[src/rtl/fib_pkg.sv]
// rtl/fib_pkg.sv - shared constants for the Fibonacci job sequencer
package fib_pkg;

    localparam int FIB_WIDTH = 8;

    localparam logic [1:0] S_IDLE   = 2'd0;
    localparam logic [1:0] S_LAUNCH = 2'd1;
    localparam logic [1:0] S_RUN    = 2'd2;
    localparam logic [1:0] S_HOLD   = 2'd3;

endpackage

[src/rtl/fib_watchdog.sv]
// rtl/fib_watchdog.sv - saturating job watchdog with clear/enable/expire
module fib_watchdog #(
    parameter int TIMEOUT = 255
) (
    input  logic clk,
    input  logic rst_n,
    input  logic clear,
    input  logic enable,
    output logic expire
);

    localparam logic [15:0] LAST = 16'(TIMEOUT - 1);

    logic [15:0] count;

    // Stops at LAST so a stalled FSM can never see the counter wrap back to 0.
    always_ff @(posedge clk or negedge rst_n) begin
        if (!rst_n) begin
            count <= '0;
        end else if (clear) begin
            count <= '0;
        end else if (enable && (count != LAST)) begin
            count <= count + 16'd1;
        end
    end

    assign expire = (count == LAST);

endmodule

[src/rtl/fib_job_sequencer.sv]
// rtl/fib_job_sequencer.sv - request/response front-end that launches the Fibonacci core
module fib_job_sequencer
    import fib_pkg::*;
#(
    parameter int WIDTH   = FIB_WIDTH,
    parameter int TIMEOUT = 255
) (
    input  logic             clk,
    input  logic             reset_button,
    input  logic             req_valid,
    output logic             req_ready,
    input  logic [WIDTH-1:0] req_a0,
    output logic [WIDTH-1:0] a0_init,
    output logic             core_restart,
    input  logic             core_done,
    input  logic [WIDTH-1:0] core_v0,
    output logic             rsp_valid,
    input  logic             rsp_ready,
    output logic [WIDTH-1:0] rsp_v0,
    output logic             rsp_timeout,
    output logic             busy
);

    logic [1:0] state;
    logic       armed;
    logic       wd_expire;
    logic       done_ok;

    // A done level still high from the previous job only counts after it has been seen low.
    assign done_ok = armed && core_done;

    fib_watchdog #(
        .TIMEOUT (TIMEOUT)
    ) u_watchdog (
        .clk    (clk),
        .rst_n  (reset_button),
        .clear  (state == S_LAUNCH),
        .enable ((state == S_RUN) && !done_ok && !wd_expire),
        .expire (wd_expire)
    );

    always_ff @(posedge clk or negedge reset_button) begin
        if (!reset_button) begin
            state       <= S_IDLE;
            a0_init     <= '0;
            rsp_v0      <= '0;
            rsp_timeout <= 1'b0;
            armed       <= 1'b0;
        end else begin
            case (state)
                S_IDLE: begin
                    if (req_valid) begin
                        a0_init <= req_a0;
                        if (req_a0 == '0) begin
                            rsp_v0      <= '0;
                            rsp_timeout <= 1'b0;
                            state       <= S_HOLD;
                        end else begin
                            state <= S_LAUNCH;
                        end
                    end
                end
                S_LAUNCH: begin
                    armed <= 1'b0;
                    state <= S_RUN;
                end
                S_RUN: begin
                    if (!core_done) begin
                        armed <= 1'b1;
                    end
                    if (done_ok) begin
                        rsp_v0      <= core_v0;
                        rsp_timeout <= 1'b0;
                        state       <= S_HOLD;
                    end else if (wd_expire) begin
                        rsp_v0      <= '0;
                        rsp_timeout <= 1'b1;
                        state       <= S_HOLD;
                    end
                end
                S_HOLD: begin
                    if (rsp_ready) begin
                        state <= S_IDLE;
                    end
                end
                default: state <= S_IDLE;
            endcase
        end
    end

    assign req_ready    = (state == S_IDLE);
    assign core_restart = (state == S_LAUNCH);
    assign rsp_valid    = (state == S_HOLD);
    assign busy         = (state != S_IDLE);

endmodule

[config.mk]
export PLATFORM = sky130hd
export DESIGN_NAME = fib_job_sequencer
export DESIGN_NICKNAME = d
export VERILOG_FILES = /design/src/rtl/fib_pkg.sv /design/src/rtl/fib_watchdog.sv /design/src/rtl/fib_job_sequencer.sv
export SDC_FILE = /design/constraint.sdc
export NUM_CORES = 1
export LEC_CHECK = 0
export ABC_CLOCK_PERIOD_IN_PS = 2300
export BUFFER_PORTS_ARGS = -buffer_cell sky130_fd_sc_hd__buf_2
export CAP_MARGIN = 10
export CORE_MARGIN = 4
export CORE_UTILIZATION = 53
export DETAILED_ROUTE_END_ITERATION = 8
export PLACE_DENSITY_LB_ADDON = 0.25
export SLEW_MARGIN = 10
export SYNTH_ARGS = -nofsm -noshare
export SYNTH_HDL_FRONTEND = slang
export SYNTH_SLANG_ARGS = --single-unit
[constraint.sdc]
create_clock -name clk -period 2.3 [get_ports clk]
set_clock_uncertainty 0.2 [all_clocks]
set_input_delay 0.345 -clock clk [delete_from_list [all_inputs] [get_ports clk]]
set_output_delay 0.345 -clock clk [all_outputs]
set_load 0.01 [all_outputs]
==> impl_metrics.env <==
export IMPL_placedCellCount=258
export IMPL_dr_total_vias=1498
export IMPL_first_global_vias=1551
export IMPL_power_share_sequential=0.402
export IMPL_worst_endpoint_required_ns=2.39
export IMPL_maximum_achievable_frequency_mhz=468
export IMPL_first_iter_violations=77
export IMPL_power_switching_uw=787
export IMPL_critical_path_class="register to register"
export IMPL_syn_num_nets=196
export IMPL_dp_hpwl_um=2940
export IMPL_max_clock_path_buffers=2
export IMPL_clkSlewWorstSetupHoldPaths_ns=0.11
export IMPL_reg2reg_to="rsp_v0[2]"
export IMPL_postSynthCellCount=169
export IMPL_maximum_vdd_drop_v=0.000670
export IMPL_core_area_um2=3340
export IMPL_grt_start_max_net_pins=37
export IMPL_wire_length_of_the_first_global_routing_pass_um=6840
export IMPL_layout_min_cycle_time_ns=2.14
export IMPL_initial_utilization=0.545
export IMPL_fp_row_count=21
export IMPL_detail_route_vias_per_cell=5.57
export IMPL_power_density_nw_per_um2=997
export IMPL_design_final_nets=249
export IMPL_area_delta_synth_final_pct=22.4
export IMPL_synth_compound_area_share=0.169
export IMPL_final_estimated_routing_congestion_in_global_placement=0.787
export IMPL_antenna_violating_nets_post_route=0
export IMPL_drc=0
export IMPL_synth_top_flop_cell="sky130_fd_sc_hd__dfrtp_1"
export IMPL_combPwrFrac=0.397
export IMPL_final_util=0.667
export IMPL_h_tree_lvl_count=2
export IMPL_post_route_cells_drive_above_1_share=0.359
export IMPL_synth_top_cell_by_area="sky130_fd_sc_hd__dfrtp_1"
export IMPL_place_ws_ns=0.0704
export IMPL_r2r_slack_ns=0.16
export IMPL_cap_viol_max_count=0
export IMPL_synth_simple_area_share=0.192
export IMPL_run_status="finished clean"
export IMPL_post_synth_fa_ha_maj_area_fraction=0.0413
export IMPL_tritoncts="done"
export IMPL_antenna_found_initial=0
export IMPL_design_die_area_um2=4430
export IMPL_max_slew_margin_rel=0.480
export IMPL_clk_latency_worst_skew_pair_ns=0.35
export IMPL_timing_critical_path_from_type="register"
export IMPL_fin_ws_ns=0.164
export IMPL_critPathCaptureType="register"
export IMPL_crit_reg2reg_launch="u_watchdog.count[0]"
export IMPL_synth_top_cells_by_area="sky130_fd_sc_hd__dfrtp_1 50%, sky130_fd_sc_hd__mux2_2 6.2%, sky130_fd_sc_hd__a21oi_1 4.4%"
export IMPL_rsz0062_at_grt="false"
export IMPL_post_synth_mux_area_share=0.0674
export IMPL_tightestPinTransition_ns=0.780
export IMPL_worstPathMaxFanout=11
export IMPL_synth_largest_type_area_fraction=0.495
export IMPL_r2r_cells=6
export IMPL_wl_per_cell_um=14.6
export IMPL_cts_root_buffer="sky130_fd_sc_hd__clkbuf_4"
export IMPL_sw_frac_of_total=0.354
export IMPL_ioPinCount=42
export IMPL_yosys_area_share_xor_xnor=0.00481
export IMPL_synthDistinctLibCells=34
export IMPL_drt_pass1_iter_count=4
export IMPL_chipWidth_um=66.6
export IMPL_wirelength_routed_um=3920
export IMPL_synth_area_um2=1820
export IMPL_hold_path_endpoint="rsp_v0[6]"
export IMPL_post_synth_cell_area_avg_um2=10.8
export IMPL_track_usage=0.204
export IMPL_tns_ns=0
export IMPL_ys_seq_area_frac=0.495
export IMPL_cellInternalPower_uw=1430
export IMPL_layout_worst_path_cycle_share=0.929
export IMPL_finalNonFillerCells=269
export IMPL_synth_enable_flop_cells=0
export IMPL_clock_power_share=0.201
export IMPL_synthesis_yosys_warnings=0
export IMPL_final_hold_violation_count=0
export IMPL_report_final_setup_viol=0
export IMPL_ys_ff_latch=36
export IMPL_overflow=0
export IMPL_die_h_um=66.6
export IMPL_hold_path_depth=2
export IMPL_cts_sinks=36
export IMPL_maxSlewViolCount=0
export IMPL_total_leakage_power_uw=0.00109
export IMPL_layout_filler_cells=275
export IMPL_worstHoldStart="core_v0[6]"
export IMPL_hold_path_class="input pin to register"
export IMPL_layout_cell_area_non_filler_um2=2230
export IMPL_antenna_cells_inserted=0
export IMPL_cts_post_setup_buffers_inserted=0
export IMPL_synth_top_family_by_area="simple AND/OR/NAND/NOR gates"
export IMPL_clock_buffer_count_from_cts=5
export IMPL_placement_io_buffers=41
export IMPL_synthArstFlopShare=1.00
export IMPL_arrival_ns=2.22
export IMPL_place_area_um2=2110
flip-flops by register name, indices dropped and copies added, names as in the netlist:
| name | flops |
|---|---|
| state | 2 |
| armed | 1 |
| a0_init | 8 |
| rsp_timeout | 1 |
| u_watchdog.count | 16 |
| rsp_v0 | 8 |
power by group through the flow:
stage	Clock (uW)	Combinational, uW	Sequential (uW)
floorplan	0	491	951
global placement	0	861	890
detailed placement	0	882	902
CTS	458	886	892
global route	491	984	916
finish	447	880	893
routing by layer:
layer	vias to the layer above	track usage	wire [um]
met4	0	0.0812	66
li1	731	-	-
met1	723	0.237	1620
met2	37	0.342	1990
met3	7	0.0691	243
met5	-	0	0
logic make-up (layout without fill, tap and decap cells):
| family | Yosys count | after routing |
|---|---|---|
| AOI/OAI and AO/OA | 44 | 44 |
| xor gates and xnor gates | 1 | 1 |
| adders and majority gates | 6 | 6 |
| buffers and inverters | 14 | 68 |
| DFF | 36 | 36 |
| muxes | 11 | 11 |
| and+or+nand+nor | 57 | 57 |
cells in the final DEF, fill, tap and decap left out:
| cell type | synthesis | routed |
|---|---|---|
| sky130_fd_sc_hd__a31oi_1 | 1 | 1 |
| sky130_fd_sc_hd__mux2_2 | 10 | 10 |
| sky130_fd_sc_hd__clkinvlp_4 | 0 | 1 |
| sky130_fd_sc_hd__a21boi_2 | 0 | 1 |
| sky130_fd_sc_hd__and4_1 | 3 | 3 |
| sky130_fd_sc_hd__o32ai_2 | 1 | 1 |
| sky130_fd_sc_hd__o31ai_1 | 4 | 4 |
| sky130_fd_sc_hd__inv_1 | 9 | 9 |
| sky130_fd_sc_hd__mux2i_1 | 1 | 1 |
| sky130_fd_sc_hd__nand3_1 | 3 | 3 |
| sky130_fd_sc_hd__nand2_1 | 8 | 8 |
| sky130_fd_sc_hd__o21ai_1 | 1 | 1 |
| sky130_fd_sc_hd__nor4_1 | 1 | 1 |
| sky130_fd_sc_hd__or4_4 | 2 | 2 |
| sky130_fd_sc_hd__clkbuf_4 | 0 | 5 |
| sky130_fd_sc_hd__nor2b_1 | 4 | 4 |
| sky130_fd_sc_hd__a21oi_1 | 16 | 16 |
| sky130_fd_sc_hd__nor3b_4 | 1 | 1 |
| sky130_fd_sc_hd__nor3_1 | 5 | 5 |
| sky130_fd_sc_hd__dfrtp_1 | 36 | 36 |
| sky130_fd_sc_hd__a21o_1 | 2 | 2 |
| sky130_fd_sc_hd__buf_4 | 0 | 7 |
| sky130_fd_sc_hd__buf_2 | 3 | 41 |
| sky130_fd_sc_hd__xnor2_1 | 1 | 1 |
| sky130_fd_sc_hd__a22o_2 | 8 | 8 |
| sky130_fd_sc_hd__nand4_1 | 5 | 5 |
| sky130_fd_sc_hd__or3_1 | 7 | 7 |
| sky130_fd_sc_hd__ha_1 | 6 | 6 |
| sky130_fd_sc_hd__or4_1 | 1 | 1 |
| sky130_fd_sc_hd__dlygate4sd3_1 | 0 | 3 |
| sky130_fd_sc_hd__o31ai_4 | 1 | 1 |
| sky130_fd_sc_hd__bufinv_16 | 0 | 1 |
| sky130_fd_sc_hd__and3_1 | 6 | 6 |
| sky130_fd_sc_hd__and4b_1 | 1 | 1 |
| sky130_fd_sc_hd__o21ai_0 | 9 | 9 |
| sky130_fd_sc_hd__clkinv_2 | 0 | 1 |
| sky130_fd_sc_hd__nor2_1 | 7 | 7 |
| sky130_fd_sc_hd__nand4b_1 | 2 | 2 |
| sky130_fd_sc_hd__and2_1 | 1 | 1 |
area by class of cell:
cell class	count	area [um2]	area share
Tap cell	46	57.6	0.0259
Timing Repair Buffer	51	288	0.129
Sequential cell	36	901	0.405
Multi-Input combinational cell	119	866	0.389
Clock buffer	5	37.5	0.0169
Clock inverter	3	42.5	0.0191
Inverter	9	33.8	0.0152
critical path, cell delays in order (launching register included):
cell and delay (ns):
sky130_fd_sc_hd__dfrtp_1 0.43, sky130_fd_sc_hd__inv_1 0.08, sky130_fd_sc_hd__ha_1 0.19, sky130_fd_sc_hd__and4b_1 0.18, sky130_fd_sc_hd__and4_1 0.30, sky130_fd_sc_hd__o21ai_1 0.48, sky130_fd_sc_hd__a22o_2 0.23
worst max path at each step:
| stage | from | endpoint | slack (ns) | depth (start not counted) |
|---|---|---|---|---|
| final | u_watchdog.count[0] | rsp_v0[2] | 0.16 | 6 |
| after global routing | u_watchdog.count[0] | rsp_v0[6] | 0.01 | 6 |
| after CTS | state[0] | u_watchdog.count[6] | 0.06 | 7 |
| after detailed placement | state[0] | u_watchdog.count[3] | 0.07 | 7 |
| after global placement | req_a0[5] | rsp_v0[2] | 0.12 | 5 |
| after floorplan | state[0] | rsp_v0[0] | 0.19 | 6 |
cells in the mapped netlist (all sizes together) (3+ instances only):
library cell  number
dfrtp             36
a21oi             16
mux2              10
o21ai             10
inv                9
a22o               8
nand2              8
nor2               7
or3                7
and3               6
ha                 6
nand4              5
nor3               5
o31ai              5
nor2b              4
and4               3
buf                3
nand3              3
or4                3
stage by stage:
stage	power (uW)	hold slack, ns
2_1_floorplan	1440	-0.151
3_3_place_gp	1750	0.264
3_5_place_dp	1780	0.282
4_1_cts	2240	0.00637
5_1_grt	2390	0.0112
6_report	2220	0.0194
timing repair:
action,in CTS,in global routing
hold buffers,1,2
setup endpoints to repair,0,7
endpoints found under the hold margin,36,2
resized for setup,0,2
Power figures use the tool's default switching activity.
